$ cat src/rtl/mmio_gpio_pkg.sv
`default_nettype none
// +--------------------------------------------------------------------------+
// | Module   : mmio_gpio_pkg                                                 |
// | Brief    : Register offsets and accelerator window defaults for the GPIO |
// |            MMIO bridge.                                                  |
// | Revision : 1.0 - initial release                                         |
// +--------------------------------------------------------------------------+
package mmio_gpio_pkg;

    typedef enum logic [2:0] {
        REG_LED      = 3'd0,
        REG_SW       = 3'd1,
        REG_BTN      = 3'd2,
        REG_BTN_EDGE = 3'd3,
        REG_IRQ_EN   = 3'd4,
        REG_LED_TGL  = 3'd5,
        REG_CYCLES   = 3'd6
    } reg_off_e;

    localparam int ACC_AW_DEFAULT   = 6;
    localparam int ACC_BASE_DEFAULT = 4;

endpackage
`default_nettype wire

$ cat src/rtl/gpio_sync_edge.sv
`default_nettype none
// +--------------------------------------------------------------------------+
// | Module   : gpio_sync_edge                                                |
// | Brief    : Per-bit input synchroniser with armed rising-edge pulse.      |
// | Revision : 1.0 - initial release                                         |
// +--------------------------------------------------------------------------+
module gpio_sync_edge #(
    parameter int W      = 4,
    parameter int STAGES = 2
) (
    input  logic         cpu_clk_g,
    input  logic         reset_button,
    input  logic [W-1:0] i_async,
    output logic [W-1:0] o_level,
    output logic [W-1:0] o_rise
);
    localparam int ARM_W = $clog2(STAGES + 2);
    localparam logic [ARM_W-1:0] C_ARMED = ARM_W'(STAGES + 1);

    logic [STAGES-1:0][W-1:0] r_chain;
    logic [W-1:0]             r_prev;
    logic [ARM_W-1:0]         r_arm;

    always_ff @(posedge cpu_clk_g or posedge reset_button) begin
        if (reset_button) begin
            r_chain <= '0;
            r_prev  <= '0;
            r_arm   <= '0;
        end else begin
            r_chain <= {r_chain[STAGES-2:0], i_async};
            r_prev  <= r_chain[STAGES-1];
            if (r_arm != C_ARMED) begin
                r_arm <= r_arm + 1'b1;
            end
        end
    end

    assign o_level = r_chain[STAGES-1];
    // Suppressed until the chain has flushed, so a level held through reset is not an edge
    assign o_rise  = (r_arm == C_ARMED) ? (o_level & ~r_prev) : '0;

endmodule
`default_nettype wire

$ cat src/rtl/mmio_gpio_bridge.sv
`default_nettype none
// +--------------------------------------------------------------------------+
// | Module   : mmio_gpio_bridge                                              |
// | Brief    : EXT_* bus slave for LEDs, switches, buttons, cycle counter    |
// |            and a pass-through accelerator address window.               |
// | Revision : 1.0 - initial release                                         |
// +--------------------------------------------------------------------------+
module mmio_gpio_bridge
    import mmio_gpio_pkg::*;
#(
    parameter int AWIDTH      = 16,
    parameter int N_LED       = 4,
    parameter int N_SW        = 4,
    parameter int N_BTN       = 4,
    parameter int SYNC_STAGES = 2,
    parameter int ACC_AW      = ACC_AW_DEFAULT,
    parameter int ACC_BASE    = ACC_BASE_DEFAULT
) (
    input  logic              cpu_clk_g,
    input  logic              reset_button,
    input  logic              ext_en,
    input  logic [3:0]        ext_wea,
    input  logic [AWIDTH-1:0] ext_addr,
    input  logic [31:0]       ext_din,
    output logic [31:0]       ext_dout,
    input  logic [N_SW-1:0]   switches_in,
    input  logic [N_BTN-1:0]  buttons_in,
    output logic [N_LED-1:0]  leds,
    output logic              irq,
    output logic              acc_en,
    output logic              acc_we,
    output logic [ACC_AW-1:0] acc_addr,
    output logic [31:0]       acc_din,
    input  logic [31:0]       acc_dout
);
    logic [N_SW-1:0]  w_sw_level;
    logic [N_SW-1:0]  w_sw_rise_unused;
    logic [N_BTN-1:0] w_btn_level;
    logic [N_BTN-1:0] w_btn_rise;
    logic [N_LED-1:0] w_led_bm;
    logic [N_BTN-1:0] w_btn_bm;
    logic [N_BTN-1:0] w_clr;
    logic [31:0]      w_rdata;
    logic             w_hit;
    logic             w_rd;
    logic             w_wr;

    logic [N_LED-1:0] r_leds;
    logic [N_BTN-1:0] r_flags;
    logic [N_BTN-1:0] r_irq_en;
    logic             r_irq;
    logic             r_sel_acc;
    logic [31:0]      r_rd;
    logic [31:0]      r_cycles;

    gpio_sync_edge #(.W(N_BTN), .STAGES(SYNC_STAGES)) u_btn_sync (
        .cpu_clk_g    (cpu_clk_g),
        .reset_button (reset_button),
        .i_async      (buttons_in),
        .o_level      (w_btn_level),
        .o_rise       (w_btn_rise)
    );

    gpio_sync_edge #(.W(N_SW), .STAGES(SYNC_STAGES)) u_sw_sync (
        .cpu_clk_g    (cpu_clk_g),
        .reset_button (reset_button),
        .i_async      (switches_in),
        .o_level      (w_sw_level),
        .o_rise       (w_sw_rise_unused)
    );

    // Bit i of each field is governed by the enable of the byte lane it lives in
    for (genvar i = 0; i < N_LED; i++) begin : g_led_bm
        assign w_led_bm[i] = ext_wea[i/8];
    end
    for (genvar i = 0; i < N_BTN; i++) begin : g_btn_bm
        assign w_btn_bm[i] = ext_wea[i/8];
    end

    assign w_hit = (ext_addr[AWIDTH-1:ACC_AW] == (AWIDTH-ACC_AW)'(ACC_BASE));
    assign w_rd  = ext_en && (ext_wea == 4'b0000);
    assign w_wr  = ext_en && (ext_wea != 4'b0000) && !w_hit;
    assign w_clr = (w_wr && (ext_addr == AWIDTH'(REG_BTN_EDGE))) ? (ext_din[N_BTN-1:0] & w_btn_bm) : '0;

    always_comb begin
        w_rdata = '0;
        if (!w_hit) begin
            case (ext_addr)
                AWIDTH'(REG_LED):      w_rdata = 32'(r_leds);
                AWIDTH'(REG_SW):       w_rdata = 32'(w_sw_level);
                AWIDTH'(REG_BTN):      w_rdata = 32'(w_btn_level);
                AWIDTH'(REG_BTN_EDGE): w_rdata = 32'(r_flags);
                AWIDTH'(REG_IRQ_EN):   w_rdata = 32'(r_irq_en);
                AWIDTH'(REG_CYCLES):   w_rdata = r_cycles;
                default:               w_rdata = '0;
            endcase
        end
    end

    always_ff @(posedge cpu_clk_g or posedge reset_button) begin
        if (reset_button) begin
            r_leds   <= '0;
            r_flags  <= '0;
            r_irq_en <= '0;
            r_irq    <= 1'b0;
            r_cycles <= '0;
        end else begin
            r_cycles <= r_cycles + 32'd1;
            r_irq    <= |(r_flags & r_irq_en);
            // A new edge in the same cycle as its clear keeps the flag set
            r_flags  <= (r_flags & ~w_clr) | w_btn_rise;
            if (w_wr && (ext_addr == AWIDTH'(REG_LED))) begin
                r_leds <= (r_leds & ~w_led_bm) | (ext_din[N_LED-1:0] & w_led_bm);
            end else if (w_wr && (ext_addr == AWIDTH'(REG_LED_TGL))) begin
                r_leds <= r_leds ^ (ext_din[N_LED-1:0] & w_led_bm);
            end
            if (w_wr && (ext_addr == AWIDTH'(REG_IRQ_EN))) begin
                r_irq_en <= (r_irq_en & ~w_btn_bm) | (ext_din[N_BTN-1:0] & w_btn_bm);
            end
        end
    end

    always_ff @(posedge cpu_clk_g or posedge reset_button) begin
        if (reset_button) begin
            r_rd      <= '0;
            r_sel_acc <= 1'b0;
        end else if (w_rd) begin
            r_rd      <= w_rdata;
            r_sel_acc <= w_hit;
        end
    end

    assign ext_dout = r_sel_acc ? acc_dout : r_rd;
    assign leds     = r_leds;
    assign irq      = r_irq;
    assign acc_en   = ext_en && w_hit;
    assign acc_we   = ext_wea[0];
    assign acc_addr = ext_addr[ACC_AW-1:0];
    assign acc_din  = ext_din;

endmodule
`default_nettype wire

$ cat config.mk
export PLATFORM = sky130hd
export DESIGN_NAME = mmio_gpio_bridge
export DESIGN_NICKNAME = d
export VERILOG_FILES = /design/src/rtl/mmio_gpio_pkg.sv /design/src/rtl/gpio_sync_edge.sv /design/src/rtl/mmio_gpio_bridge.sv
export SDC_FILE = /design/constraint.sdc
export NUM_CORES = 1
export LEC_CHECK = 0
export BUFFER_PORTS_ARGS = -buffer_cell sky130_fd_sc_hd__buf_2
export CAP_MARGIN = 30
export CORE_MARGIN = 3
export CORE_UTILIZATION = 46
export CTS_BUF_LIST = sky130_fd_sc_hd__clkbuf_8
export DETAILED_ROUTE_END_ITERATION = 12
export PLACE_DENSITY = 0.78
export RECOVER_POWER = 50
export SYNTH_ARGS = -nofsm -noshare
export SYNTH_HDL_FRONTEND = slang
export SYNTH_SLANG_ARGS = --single-unit
$ cat constraint.sdc
create_clock -name cpu_clk_g -period 3.32 [get_ports cpu_clk_g]
set_clock_uncertainty 0.2 [all_clocks]
set_input_delay 0.664 -clock cpu_clk_g [delete_from_list [all_inputs] [get_ports cpu_clk_g]]
set_output_delay 0.664 -clock cpu_clk_g [all_outputs]
set_load 0.05 [all_outputs]
After elaboration in Yosys (flattened, before gate mapping)
Cells that the tools add are included.

Register bits after elaboration: 100. Input port bits: 95.

Add/subtract/negate cells: 2. Eq/ne operators: 9. Multiplexer cells: 7. Bitwise operators: 13. Reductions and logical operators: 14.

Operators with widths (count): $pmux W32 S6 (1); $mux W32 (2); $eq A16 B3 Y1 const B (3); $add A32 B1 Y32 const B (1); $eq A16 B2 Y1 const B (2); $and A4 B4 Y4 (6); $eq A16 B1 Y1 const B (1); $logic_not A16 Y1 (1); $mux W4 (4); $not A4 Y4 (3); $or A4 B4 Y4 (3); $eq A10 B3 Y1 const B (1); $logic_and A1 B1 Y1 (8); $logic_not A4 Y1 (1); $reduce_bool A4 Y1 (1); $reduce_or A4 Y1 (1); $xor A4 B4 Y4 (1); $add A2 B1 Y2 const B (1); $eq A2 B2 Y1 const B (1); $ne A2 B2 Y1 const B (1); $reduce_bool A2 Y1 (1); $logic_not A1 Y1 (1).

Depth between registers and ports, before layout
Depth after elaboration: 8. Gate-level depth with buffers: 8.

Hierarchy
A second synthesis with hierarchy kept.

Cells, all modules: 430. Area total of the unflattened synthesis: 5119.9 sq um.

Modules (own cells, without submodules): mmio_gpio_bridge (instances 1, cells an instance 376, area an instance 4184.0 sq um, sequential area each 1951.9 sq um); gpio_sync_edge (instances 2, cells an instance 27, area an instance 467.9 sq um, sequential area each 350.3 sq um).

Worst setup path before layout
No wires, ideal clock.

Path kind: input to output. Start point: input ext_addr[6]. End point: output acc_en. Data arrival time: 2.369 ns. Required time: 2.456 ns. Setup slack: 0.087 ns. Stages: 3. Buffers on the path: 0. Path through: nor4_2 -> nand2_1 -> nor3_1.

Cells in the longest elaborated chain, start to end: 2.

Ends and longest elaborated chain: from (decl) (line mmio_gpio_bridge.sv:23) `input logic [AWIDTH-1:0] ext_addr,`; $eq A10 B3 Y1 (line mmio_gpio_bridge.sv:80) `assign w_hit = (ext_addr[AWIDTH-1:ACC_AW] == (AWIDTH-ACC_AW)'(ACC_BASE));`; $logic_and A1 B1 Y1 (line mmio_gpio_bridge.sv:136) `assign acc_en = ext_en && w_hit;`; to (decl) (line mmio_gpio_bridge.sv:30) `output logic acc_en,`.

Every way passes these cells.

Final worst setup path
Same ends and word-level chain as after synthesis.

==> run_results.csv <==
group,metric,value,unit
logic_synthesis,ys_top_cells_by_area,"sky130_fd_sc_hd__dfrtp_1 53%, sky130_fd_sc_hd__mux2_2 8.3%, sky130_fd_sc_hd__buf_4 6.2%, sky130_fd_sc_hd__a22o_1 5.5%, sky130_fd_sc_hd__xnor2_1 4.4%",
logic_synthesis,syn_inst,402,
sta,max_slew_margin,-28.12,%
worst_setup_path,crit_arrival,1.91,ns
final_layout,antenna-diode-count,0,
clock_tree,cts_made_buffers,9,
power,power_frac_clock,36.0,%
final_layout,nFillCells,853,
die,initial_core_util,47.90,%
final_layout,multi_input_gate_area,0.001838,mm^2
die,std_cell_rows,36,
sta,timing_worst_slew_pin_value,1.922,ns
placement,detailedPlacementHpwl,7187,um
die,ios,172,
placement,dp_slack,0.5057,ns
logic_synthesis,syn-cell-area,0.004747,mm^2
sta,hold-worst-slack,0.04879,ns
global_route,track_usage,17.33,%
logic_synthesis,yosys_warnings,0,
power,seq_power_share,56.3,%
power,power_leakage,2.667,nW
logic_synthesis,synth_area_in_adders,0.5271,%
final_layout,layout_commonest_cell,"sky130_fd_sc_hd__buf_2",
sta,layout_min_cycle_time,2.772,ns
route,via_count,3399,
logic_synthesis,yosys.area.top_type,"sky130_fd_sc_hd__dfrtp_1",
worst_setup_path,r2r-start,"r_cycles[2]",
global_route,grt_start_max_net_pins,50,
clock_tree,clk_path_buf_depth,2,
sta,rsz_0062_raised_after_global_routing,"false",
placement,buffer_ports.inserted,115,
sta,timing.final.hold_violations,0,
power,intPower,1.664,mW
power,power.density,409.1,mW/mm^2
logic_synthesis,muxShareOfSynthArea,10.36,%
final_layout,layout.nets,577,
sta,final-max-slew-violation-count,45,
clock_tree,clock_tree.root_cell,"sky130_fd_sc_hd__clkbuf_8",
logic_synthesis,synth_top_family_by_area,"simple AND/OR/NAND/NOR gates",
logic_synthesis,synth_nets,499,
die,die_height,107.6,um
worst_setup_path,crit_path_start_kind,"input pin",
logic_synthesis,synth-seq-area-share,52.71,%
clock_tree,count_of_hold_buffers_inserted_by_post_cts_repair,0,
power,net_load_switching_power,541.1,uW
clock_tree,worst_setup_hold_path_clk_slew,0.09,ns
route,finalWirelength,9934,um
route,drt_first_pass_iters,5,
clock_tree,clock_latency,0.35,ns
final_layout,area_delta_synth_final,13.57,%
route,average_wire_length_per_cell_after_detail_routing,16.07,um
global_route,grt_first_pass_wirelength,16160,um
final_layout,area.sequential,0.002502,mm^2
final_layout,design_area_final,0.005391,mm^2
sta,timing.final.setup_violations,0,
placement,routabilityCongestion,0.8605,
logic_synthesis,avgSynthCellArea,11.81,um^2
die,floorplan.core_area,0.009910,mm^2
min_path,worstHoldPathType,"input pin to async pin",
power,share_comb_of_total_power,7.8,%
worst_setup_path,cp_max_fo,7,
die,die_x,107.6,um
logic_synthesis,synthDistinctLibCells,45,
route,drt_iter0_markers,142,
worst_setup_path,timing_worst_setup_path_type,"input pin to output pin",
global_route,grt_antenna_before_repair,0,
job,max-cap-violations,1,
global_route,globalRouteOverflowTotal,0,
final_layout,layoutNonFillerInstCount,618,
logic_synthesis,synth_seq_cells,100,
die,design.die.area,0.01157,mm^2
worst_setup_path,startpoint_of_the_most_critical_setup_path,"ext_addr[6]",
sta,share_of_the_clock_period_used_by_the_worst_path,83.50,%
placement,postPlaceCellArea,0.005194,mm^2
clock_tree,postCtsSetupRepairBufs,0,
sta,clock.fmax,0.3607,GHz
sta,fin_tns_setup,0,ns
final_layout,final_cell_mix,"115 x sky130_fd_sc_hd__buf_2, 100 x sky130_fd_sc_hd__dfrtp_1, 35 x sky130_fd_sc_hd__mux2_2",
logic_synthesis,yosys.area_share.simple,11.86,%
outcome,failed_checks,"max-capacitance violations, max-slew violations",
logic_synthesis,synth_top_cell_area_share,52.71,%
worst_setup_path,required_time_at_the_worst_slack_endpoint,2.46,ns
global_route,first_global_vias,3262,
final_layout,post_route_cells_drive_above_1_share,36.91,%
route,via_per_inst,5.500,
power,ir_worst_vdd,0.0002354,V
clock_tree,ctsHtreeMaxLevel,3,
route,drcViolationCount,0,
clock_tree,post_cts.resized_instances,0,
logic_synthesis,synth_compound_area_share,10.25,%
route,final_antenna_net_count,0,
placement,cell_count_post_placement,602,
worst_setup_path,cp-end-kind,"output pin",
logic_synthesis,yosys.area_share.xor_xnor,5.720,%
power,p_sw_share,24.53,%
outcome,status,"finished, violations left",
clock_tree,clock_tree_from_tritoncts,"done",
clock_tree,cts.sink_count,100,
sta,setup_ws,0.5478,ns
## final timing paths
| kind | end | slack (ns) | depth (start not counted) |
|---|---|---|---|
| max in group asynchronous | r_rd[28] | 0.67 | 3 |
| worst max register to register | r_cycles[27] | 1.02 | 5 |
| worst max-delay path | acc_en | 0.55 | 5 |
| worst min-delay path | r_rd[9] | 0.05 | 2 |
| worst min register to register | u_sw_sync.o_level[3] | 0.15 | 0 |
| min in group cpu_clk_g | u_sw_sync.o_level[3] | 0.15 | 0 |
## worst max-delay path, stage by stage
cell and delay, ns:
sky130_fd_sc_hd__buf_2 0.10, sky130_fd_sc_hd__nor4_2 0.38, sky130_fd_sc_hd__nand2_1 0.25, sky130_fd_sc_hd__nor3_1 0.22, sky130_fd_sc_hd__buf_2 0.29
## logic make-up after synthesis
group,Yosys count
mux,42
fa+ha+maj,2
compound gates,61
xor+xnor,31
flops,100
simple gates,101
buf+inv,65
## cell type report
| type | instances | area share (%) |
|---|---|---|
| Clock buffer | 10 | 2.553 |
| Clock inverter | 6 | 1.346 |
| Inverter | 12 | 0.8587 |
| Multi-Input combinational cell | 237 | 34.09 |
| Sequential cell | 100 | 46.41 |
| Tap cell | 133 | 3.087 |
| Timing Repair Buffer | 120 | 11.65 |
## power groups by stage
stage	Clock [mW]	Combinational (mW)	Sequential, mW
after global placement	0	0.172	1.26
after CTS	0.810	0.176	1.24
after floorplan	0	0.201	1.26
final	0.793	0.171	1.24
after global routing	0.864	0.188	1.24
after detailed placement	0	0.176	1.26
## state kept, by name, indices dropped and copies added (netlist names), named ones only
name / cells
u_btn_sync.r_chain: 4
u_btn_sync.r_arm: 2
r_rd: 32
r_sel_acc: 1
u_sw_sync.o_level: 4
r_flags: 4
irq: 1
u_btn_sync.o_level: 4
r_cycles: 32
u_sw_sync.r_chain: 4
u_btn_sync.r_prev: 4
## cell usage after synthesis
cell,number
sky130_fd_sc_hd__and2_1,1
sky130_fd_sc_hd__buf_2,1
sky130_fd_sc_hd__mux4_2,2
sky130_fd_sc_hd__nand2b_1,1
sky130_fd_sc_hd__or4b_4,1
sky130_fd_sc_hd__a32o_1,2
sky130_fd_sc_hd__and4_1,4
sky130_fd_sc_hd__buf_4,39
sky130_fd_sc_hd__nor2_1,11
sky130_fd_sc_hd__nor3b_2,1
sky130_fd_sc_hd__o21ai_0,6
sky130_fd_sc_hd__nor3b_1,1
sky130_fd_sc_hd__clkbuf_1,8
sky130_fd_sc_hd__inv_1,12
sky130_fd_sc_hd__or3_4,1
sky130_fd_sc_hd__nor3_4,1
sky130_fd_sc_hd__xor2_1,7
sky130_fd_sc_hd__nand3_1,16
sky130_fd_sc_hd__a21oi_1,3
sky130_fd_sc_hd__ha_1,2
sky130_fd_sc_hd__or4b_1,1
sky130_fd_sc_hd__nor4_1,2
sky130_fd_sc_hd__nor3_1,10
sky130_fd_sc_hd__o31ai_1,1
sky130_fd_sc_hd__a22o_1,30
sky130_fd_sc_hd__buf_1,3
sky130_fd_sc_hd__a311oi_1,3
sky130_fd_sc_hd__xnor2_1,24
sky130_fd_sc_hd__o2bb2ai_1,2
sky130_fd_sc_hd__nand2_1,26
sky130_fd_sc_hd__mux2_1,2
sky130_fd_sc_hd__nor4_2,2
sky130_fd_sc_hd__nand4_1,9
sky130_fd_sc_hd__mux2_2,35
sky130_fd_sc_hd__dfrtp_1,100
sky130_fd_sc_hd__a31oi_1,1
sky130_fd_sc_hd__a41oi_1,1
sky130_fd_sc_hd__and3_1,9
sky130_fd_sc_hd__buf_6,2
sky130_fd_sc_hd__a22oi_1,9
sky130_fd_sc_hd__nor2b_1,2
sky130_fd_sc_hd__a21o_1,1
sky130_fd_sc_hd__or3_1,2
sky130_fd_sc_hd__mux2i_1,3
sky130_fd_sc_hd__a221oi_1,2
## per-layer routing
metal	wire [um]	track usage, %
met5	0	0
met4	178	7.033
met3	784	2.939
met2	4531	25.53
met1	4439	25.48
## per-stage QoR
step | utilization [%] | power (mW)
final | 54.41 | 2.205
after global routing | 54.41 | 2.294
after CTS | 54.53 | 2.227
after detailed placement | 52.41 | 1.441
after global placement | 52.41 | 1.437
after floorplan | - | 1.464
(Power assumes the default switching activity.)
